## config.mk

```make
export PLATFORM = sky130hd
export DESIGN_NAME = comp_seq
export DESIGN_NICKNAME = d
export VERILOG_FILES = /design/src/rtl/comp_seq.sv
export SDC_FILE = /design/constraint.sdc
export NUM_CORES = 1
export LEC_CHECK = 0
export ABC_AREA = 1
export CORE_MARGIN = 2
export CORE_UTILIZATION = 39
export DETAILED_ROUTE_END_ITERATION = 10
export PLACE_DENSITY = 0.75
export SYNTH_ARGS = -nofsm -noshare
export SYNTH_HDL_FRONTEND = slang
export SYNTH_SLANG_ARGS = --single-unit
```

## constraint.sdc

```tcl
create_clock -name clock -period 1.3 [get_ports clock]
set_input_delay 0.26 -clock clock [delete_from_list [all_inputs] [get_ports clock]]
set_output_delay 0.26 -clock clock [all_outputs]
set_load 0.05 [all_outputs]
```

## src/rtl/comp_seq.sv

```systemverilog
// comp_seq: multi-beat unsigned magnitude comparator with cascade seed.
// Operands arrive MS beat first. The first beat that differs decides the
// result, and later beats are only counted. The result is held until the
// consumer accepts it.
module comp_seq #(
  parameter  int W     = 8,
  parameter  int N_MAX = 16,
  localparam int CW    = $clog2(N_MAX + 1)
) (
  input  logic          clock,
  input  logic          reset_n,
  input  logic [W-1:0]  A,
  input  logic [W-1:0]  B,
  input  logic          EQ_in,
  input  logic          GT_in,
  input  logic          in_valid,
  input  logic          in_last,
  output logic          in_ready,
  output logic          out_valid,
  input  logic          out_ready,
  output logic          EQ,
  output logic          GT,
  output logic          LT,
  output logic [CW-1:0] beats,
  output logic          ovf
);

  localparam logic [CW-1:0] CNT_MAX = CW'(N_MAX);

  typedef enum logic [1:0] {
    S_IDLE   = 2'd0,
    S_RUN    = 2'd1,
    S_RESULT = 2'd2
  } state_t;

  // Running comparison. An all-zero value means undecided with no beats
  // counted, which is also the reset and cleared value.
  typedef struct packed {
    logic          decided;
    logic          gt;
    logic [CW-1:0] cnt;
    logic          ovf;
  } acc_t;

  state_t        state, state_d;
  acc_t          acc, acc_d;
  logic          accept;
  logic          seed_dec, seed_gt;
  logic [CW-1:0] base_cnt;
  logic          base_ovf;

  // in_ready is gated by reset_n so that no beat appears accepted while
  // reset is asserted.
  assign in_ready  = reset_n && (state != S_RESULT);
  assign accept    = in_valid && in_ready;
  assign out_valid = (state == S_RESULT);
  assign EQ        = !acc.decided;
  assign GT        = acc.decided && acc.gt;
  assign LT        = acc.decided && !acc.gt;
  assign beats     = acc.cnt;
  assign ovf       = acc.ovf;

  // State and accumulator registers; reset discards any partial or held result.
  always_ff @(posedge clock or negedge reset_n) begin
    if (!reset_n) begin
      state <= S_IDLE;
      acc   <= '0;
    end else begin
      state <= state_d;
      acc   <= acc_d;
    end
  end

  // Next-state and accumulator update. A first beat starts from the cascade
  // seed and a zero count. Later beats start from the held accumulator.
  always_comb begin
    state_d  = state;
    acc_d    = acc;
    seed_dec = acc.decided;
    seed_gt  = acc.gt;
    base_cnt = acc.cnt;
    base_ovf = acc.ovf;
    if (state == S_IDLE) begin
      seed_dec = !EQ_in;
      seed_gt  = EQ_in ? 1'b0 : GT_in;
      base_cnt = '0;
      base_ovf = 1'b0;
    end
    case (state)
      S_IDLE, S_RUN: begin
        if (accept) begin
          acc_d.decided = seed_dec;
          acc_d.gt      = seed_gt;
          if (!seed_dec && (A != B)) begin
            acc_d.decided = 1'b1;
            acc_d.gt      = (A > B);
          end
          // The count saturates, and a beat arriving at saturation flags overflow.
          if (base_cnt == CNT_MAX) begin
            acc_d.cnt = base_cnt;
            acc_d.ovf = 1'b1;
          end else begin
            acc_d.cnt = base_cnt + 1'b1;
            acc_d.ovf = base_ovf;
          end
          state_d = in_last ? S_RESULT : S_RUN;
        end
      end
      S_RESULT: begin
        if (out_ready) begin
          state_d = S_IDLE;
          acc_d   = '0;
        end
      end
      default: begin
        state_d = S_IDLE;
        acc_d   = '0;
      end
    endcase
  end

endmodule

```

# [Word-level counts from Yosys, hierarchy flattened]
# Index checks and enable logic that the tools add are counted.
[classes] add_sub_neg=1 order_cmp=1 n_eq_ne=9 n_mux=14 reduce_logical=14
[op_table] operator="$mux 8" n=2
[op_table] operator="$pmux 8 s2" n=1
[op_table] operator="$gt 8x8->1" n=1
[op_table] operator="$mux 2" n=4
[op_table] operator="$ne 8x8->1" n=1
[op_table] operator="$mux 6" n=1
[op_table] operator="$ne 3x3->1 const B" n=2
[op_table] operator="$reduce_and 3->1" n=2
[op_table] operator="$add 5x1->5 const B" n=1
[op_table] operator="$eq 5x5->1 const B" n=1
[op_table] operator="$logic_and 1x1->1" n=5
[op_table] operator="$mux 5" n=1
[op_table] operator="$logic_not 1->1" n=4
[op_table] operator="$mux 1" n=4
[op_table] operator="$ne 2x2->1 const B" n=2
[op_table] operator="$pmux 2 s2" n=1
[op_table] operator="$eq 2x1->1 const B" n=1
[op_table] operator="$eq 2x2->1 const B" n=1
[op_table] operator="$logic_not 2->1" n=1
[op_table] operator="$ne 2x1->1 const B" n=1
[op_table] operator="$reduce_and 2->1" n=1
[op_table] operator="$reduce_or 2->1" n=1
[totals] reg_bits=10 output_inout_bits=11 wordCells=44

# [Longest topological paths before layout]
[logic_depth] ltp_word=7 ltp_mapped=10 depth_no_buf=10

# [Least setup slack after synthesis]
# No wires, ideal clock.
[synth_timing] path_type="register to output" from="register acc[7] (netlist bit)" to="output port LT" arrival_ns=1.274 slack_ns=-0.234 path_stages_with_launch=3 cell_sequence="dfrtp_1 inv_1 nor2_1"
[synth_between] elab_chain_len=1
[synth_lines] element="start: declaration" line="46" rtl="acc_t acc, acc_d;"
[synth_lines] element="start signal: assignment" line="67" rtl="acc <= '0;"
[synth_lines] element="start signal: assignment" line="70" rtl="acc <= acc_d;"
[synth_lines] element="$logic_and 1x1->1" line="59" rtl="assign LT = acc.decided && !acc.gt;"
[synth_lines] element="end: declaration" line="23" rtl="output logic LT,"
# Every way passes these cells.

# [Worst setup path in the final report]
[layout_timing] from="register state[1]" to="output port in_ready"
[layout_between] elab_chain_len=2
[layout_lines] element="start: declaration" line="45" rtl="state_t state, state_d;"
[layout_lines] element="start signal: assignment" line="69" rtl="state <= state_d;"
[layout_lines] element="$ne 2x2->1" line="54" rtl="assign in_ready = reset_n && (state != S_RESULT);"
[layout_lines] element="$logic_and 1x1->1" line="54"
[layout_lines] element="end: declaration" line="18" rtl="output logic in_ready,"
# Every way passes these cells.

==> impl_metrics.yaml <==
status:
  status: "finished, violations left"
  failed_checks: "negative setup slack"
clocking:
  clockBufferDepth: 2
  cts_buffers: 3
  clkTransAtPathRegs_ns: 0.07
  htreeDepth: 1
  cts_root_buf: "clkbuf_4"
  hold_buffers: 0
  clkLatencyLatePin_ns: 0.27
  cts_num_sinks: 10
  cts_tree: "built"
worst_setup_path:
  crit_buf_inv: 3
  critical_path_class: "flip-flop to primary output"
  r2r_start: "state[0]"
  rr_worst_depth: 9
  cp_top_family: "flip-flops"
  crit_path_start_kind: "flip-flop"
  r2r_slack_ns: -0.18
  rr_endpoint: "beats[1]"
  cp_slowest_cell: "dfrtp_1"
  crit_path_end_kind: "primary output"
  crit_chain: "inv_2, buf_6, nor2_4, nor2_4, buf_12"
  startpoint: "state[1]"
  cp.arrival_ns: 1.22
  path_common_cell: "nor2_4"
  cp.required_ns: 1.04
  cpPeakStageDelay_ns: 0.40
  crit_fanout: 3
pwr:
  p_seq_share_pct: 14.6
  leakage_nw: 0.977
  ir_drop_uv: 1540
  switching_share_pct: 47.9
  p_per_area_nw_per_um2: 1850
  pwr-share-comb_pct: 78.8
  internal_power_mw: 1.80
  power_mw: 3.45
  power_switching_mw: 1.65
  pwr-share-clk_pct: 6.6
timing:
  fin_crit_sh_pct: 114
  period_minus_slack_ns: 1.48
  max_freq_mhz: 676
  layout_setup_ws_ns: -0.179
  hold_ws_ns: 0.351
  setup_viol_count_final: 13
  relSlewSlack_pct: 79.6
  clock-skew-final_ns: 0.000880
  slew_violations: 0
  finalHoldViolations: 0
  grt_setup_unrepaired: "yes"
  setup_tns_ns: -1.41
  worst_slew_pin_slew_ns: 0.307
finish:
  diodes: 0
  layout-drive-gt1-share_pct: 48.7
  multiInputGateArea_um2: 752
  area_delta_synth_final_pct: 112
  fill_cells: 107
  regArea_um2: 250
  final_net_count: 226
routing:
  drc_errors: 0
  ant_nets: 0
  viasPerCell: 5.21
  wl_um: 3410
  dr.pass1.iters: 4
  via_count: 1142
  drt_iter0_drc: 38
  wl_per_cell_um: 15.6
synth:
  netlist.area_leader.share_pct: 28.3
  synth_fp_nets: 163
  synth-seq-cells: 10
  synth_cells: 130
  ys_types: 19
  ys_seq_area_share_pct: 28.3
  yosys-top-cells-area: "dfrtp_1, nand2_1, ha_1, inv_1, nand3_1"
  synth.avg_cell_area_um2: 6.79
  yosysWarnings: 0
  yosys.area.top_type: "dfrtp_1"
  synth_area_um2: 883
global_route:
  use_met1_pct: 26.5
  grt_pass1_vias: 1174
  grt_max_degree: 9
  grt.total_usage_pct: 25.7
  met3_usage_pct: 3.74
  grt.overflow.total: 0
  busiest_layer: "met2"
  antenna_found_initial: 0
  grt_pass1_wl_um: 5000
  grtUsageMet2_pct: 49.1
floorplanning:
  rows: 17
  io_pins: 34
  coreArea_um2: 2170
  die-area_um2: 2660
  initial_core_util_pct: 40.7
  die_w_um: 51.6
  die_h_um: 51.6
placed_design:
  port_buffers: 33
  dp_hpwl_um: 1950
  routabilityCongestion: 0.799
worst_hold_path:
  hp-class: "input port to asynchronous set/reset pin"
job:
  cap_violations: 0
==> cells by family (layout without fill, tap and decap cells) <==
kind of cell               count (synthesis)  in the layout  share of synthesized area [%]
AOI/OAI and AO/OA                          9              9                           5.81
DFF                                       10             10                           28.3
and+or+nand+nor                           66             67                           33.0
adders and majority gates                 10             10                           14.2
buffers and inverters                     32             92                           15.7
xor gates and xnor gates                   3              3                           2.98
==> how the worst max path moves through the flow <==
stage	to	slack, ns	cells past startpoint
4_1_cts	in_ready	-0.17	5
2_1_floorplan	ovf	-0.06	9
3_5_place_dp	acc[6]	-0.52	10
6_report	in_ready	-0.18	5
3_3_place_gp	acc[6]	-0.43	10
5_1_grt	beats[1]	-0.25	9
==> final cells by class <==
class                      instances  share of cell area (%)
sequential                        10                    13.4
clock buffer                       3                    1.20
inverter                          27                    5.69
timing repair buffer              62                    37.6
tap                               28                    1.87
multi-input combinational         89                    40.2
==> power by group through the flow <==
stage	Sequential, mW	Clock, mW	Combinational (mW)
global placement	0.474	0	1.85
global route	0.511	0.252	2.84
floorplan	0.481	0	0.963
CTS	0.476	0.227	2.35
detailed placement	0.480	0	1.88
finish	0.505	0.228	2.72
==> repair_timing <==
action,4_1_cts,5_1_grt
pin swaps,18,23
setup buffers,9,4
cloned,1,0
gates resized for setup,38,38
setup endpoints to repair,11,13
endpoints found under the hold margin,0,0
==> layout by cell type, fill, tap and decap left out <==
cell	netlist	layout
a21oi_1	3	2
a21oi_2	0	1
buf_12	0	11
buf_4	5	21
buf_6	0	8
clkbuf_4	0	3
clkdlybuf4s50_1	0	10
dfrtp_1	10	10
dlygate4sd2_1	0	4
dlymetal6s2s_1	0	8
ha_1	10	3
ha_4	0	7
inv_1	24	15
inv_2	3	10
inv_4	0	2
nand2_1	43	33
nand2_2	2	6
nand2_4	0	5
nand2_8	0	1
nand3_1	8	4
nand3_2	0	3
nand3_4	0	1
nand4_1	1	1
nand4_4	0	1
nor2_1	8	1
nor2_2	1	3
nor2_4	2	8
o21ai_1	1	2
o21bai_1	1	1
o22ai_1	3	1
o22ai_2	0	2
xor2_1	3	3
==> registers in the layout (all words and copies together) (netlist names) <==
signal / count
acc: 2
beats: 5
ovf: 1
state: 2
==> synth_stat cells <==
master,n
o21ai_0,1
o22ai_1,3
nand2_1,43
nor2_2,1
nor2_1,8
inv_1,24
nor2_4,2
xor2_1,3
nand4_2,1
a21oi_1,3
dfrtp_1,10
o21ai_1,1
nand4_1,1
buf_4,5
inv_2,3
nand3_1,8
o21bai_1,1
ha_1,10
nand2_2,2
==> metal layers <==
metal  vias to the layer above  share of wire, %
met2                        55                53
met5                         -                 0
met3                        12               5.8
met1                       554                38
li1                        521                 -
met4                         0               3.0
==> worst register-to-register path, stage by stage (launching register included) <==
cell	delay [ns]
dfrtp_1	0.41
buf_6	0.13
nor2_4	0.15
nor2_4	0.07
inv_2	0.08
ha_4	0.14
nand4_4	0.15
inv_2	0.12
nand3_1	0.08
nand3_1	0.09
==> stage by stage <==
| step | utilization, % | instances | instance area (um^2) | setup WS, ns |
|---|---|---|---|---|
| final | 86.2 | 219 | 1870 | -0.179 |
| after detailed placement | 67.8 | 204 | 1470 | -0.523 |
| after CTS | 79.6 | 217 | 1730 | -0.169 |
| after global placement | 67.8 | 204 | 1470 | -0.434 |
| after global routing | 86.2 | 219 | 1870 | -0.246 |
| after floorplan | - | 130 | 898 | -0.0647 |
Note: power is estimated with default switching activity, not from simulation.
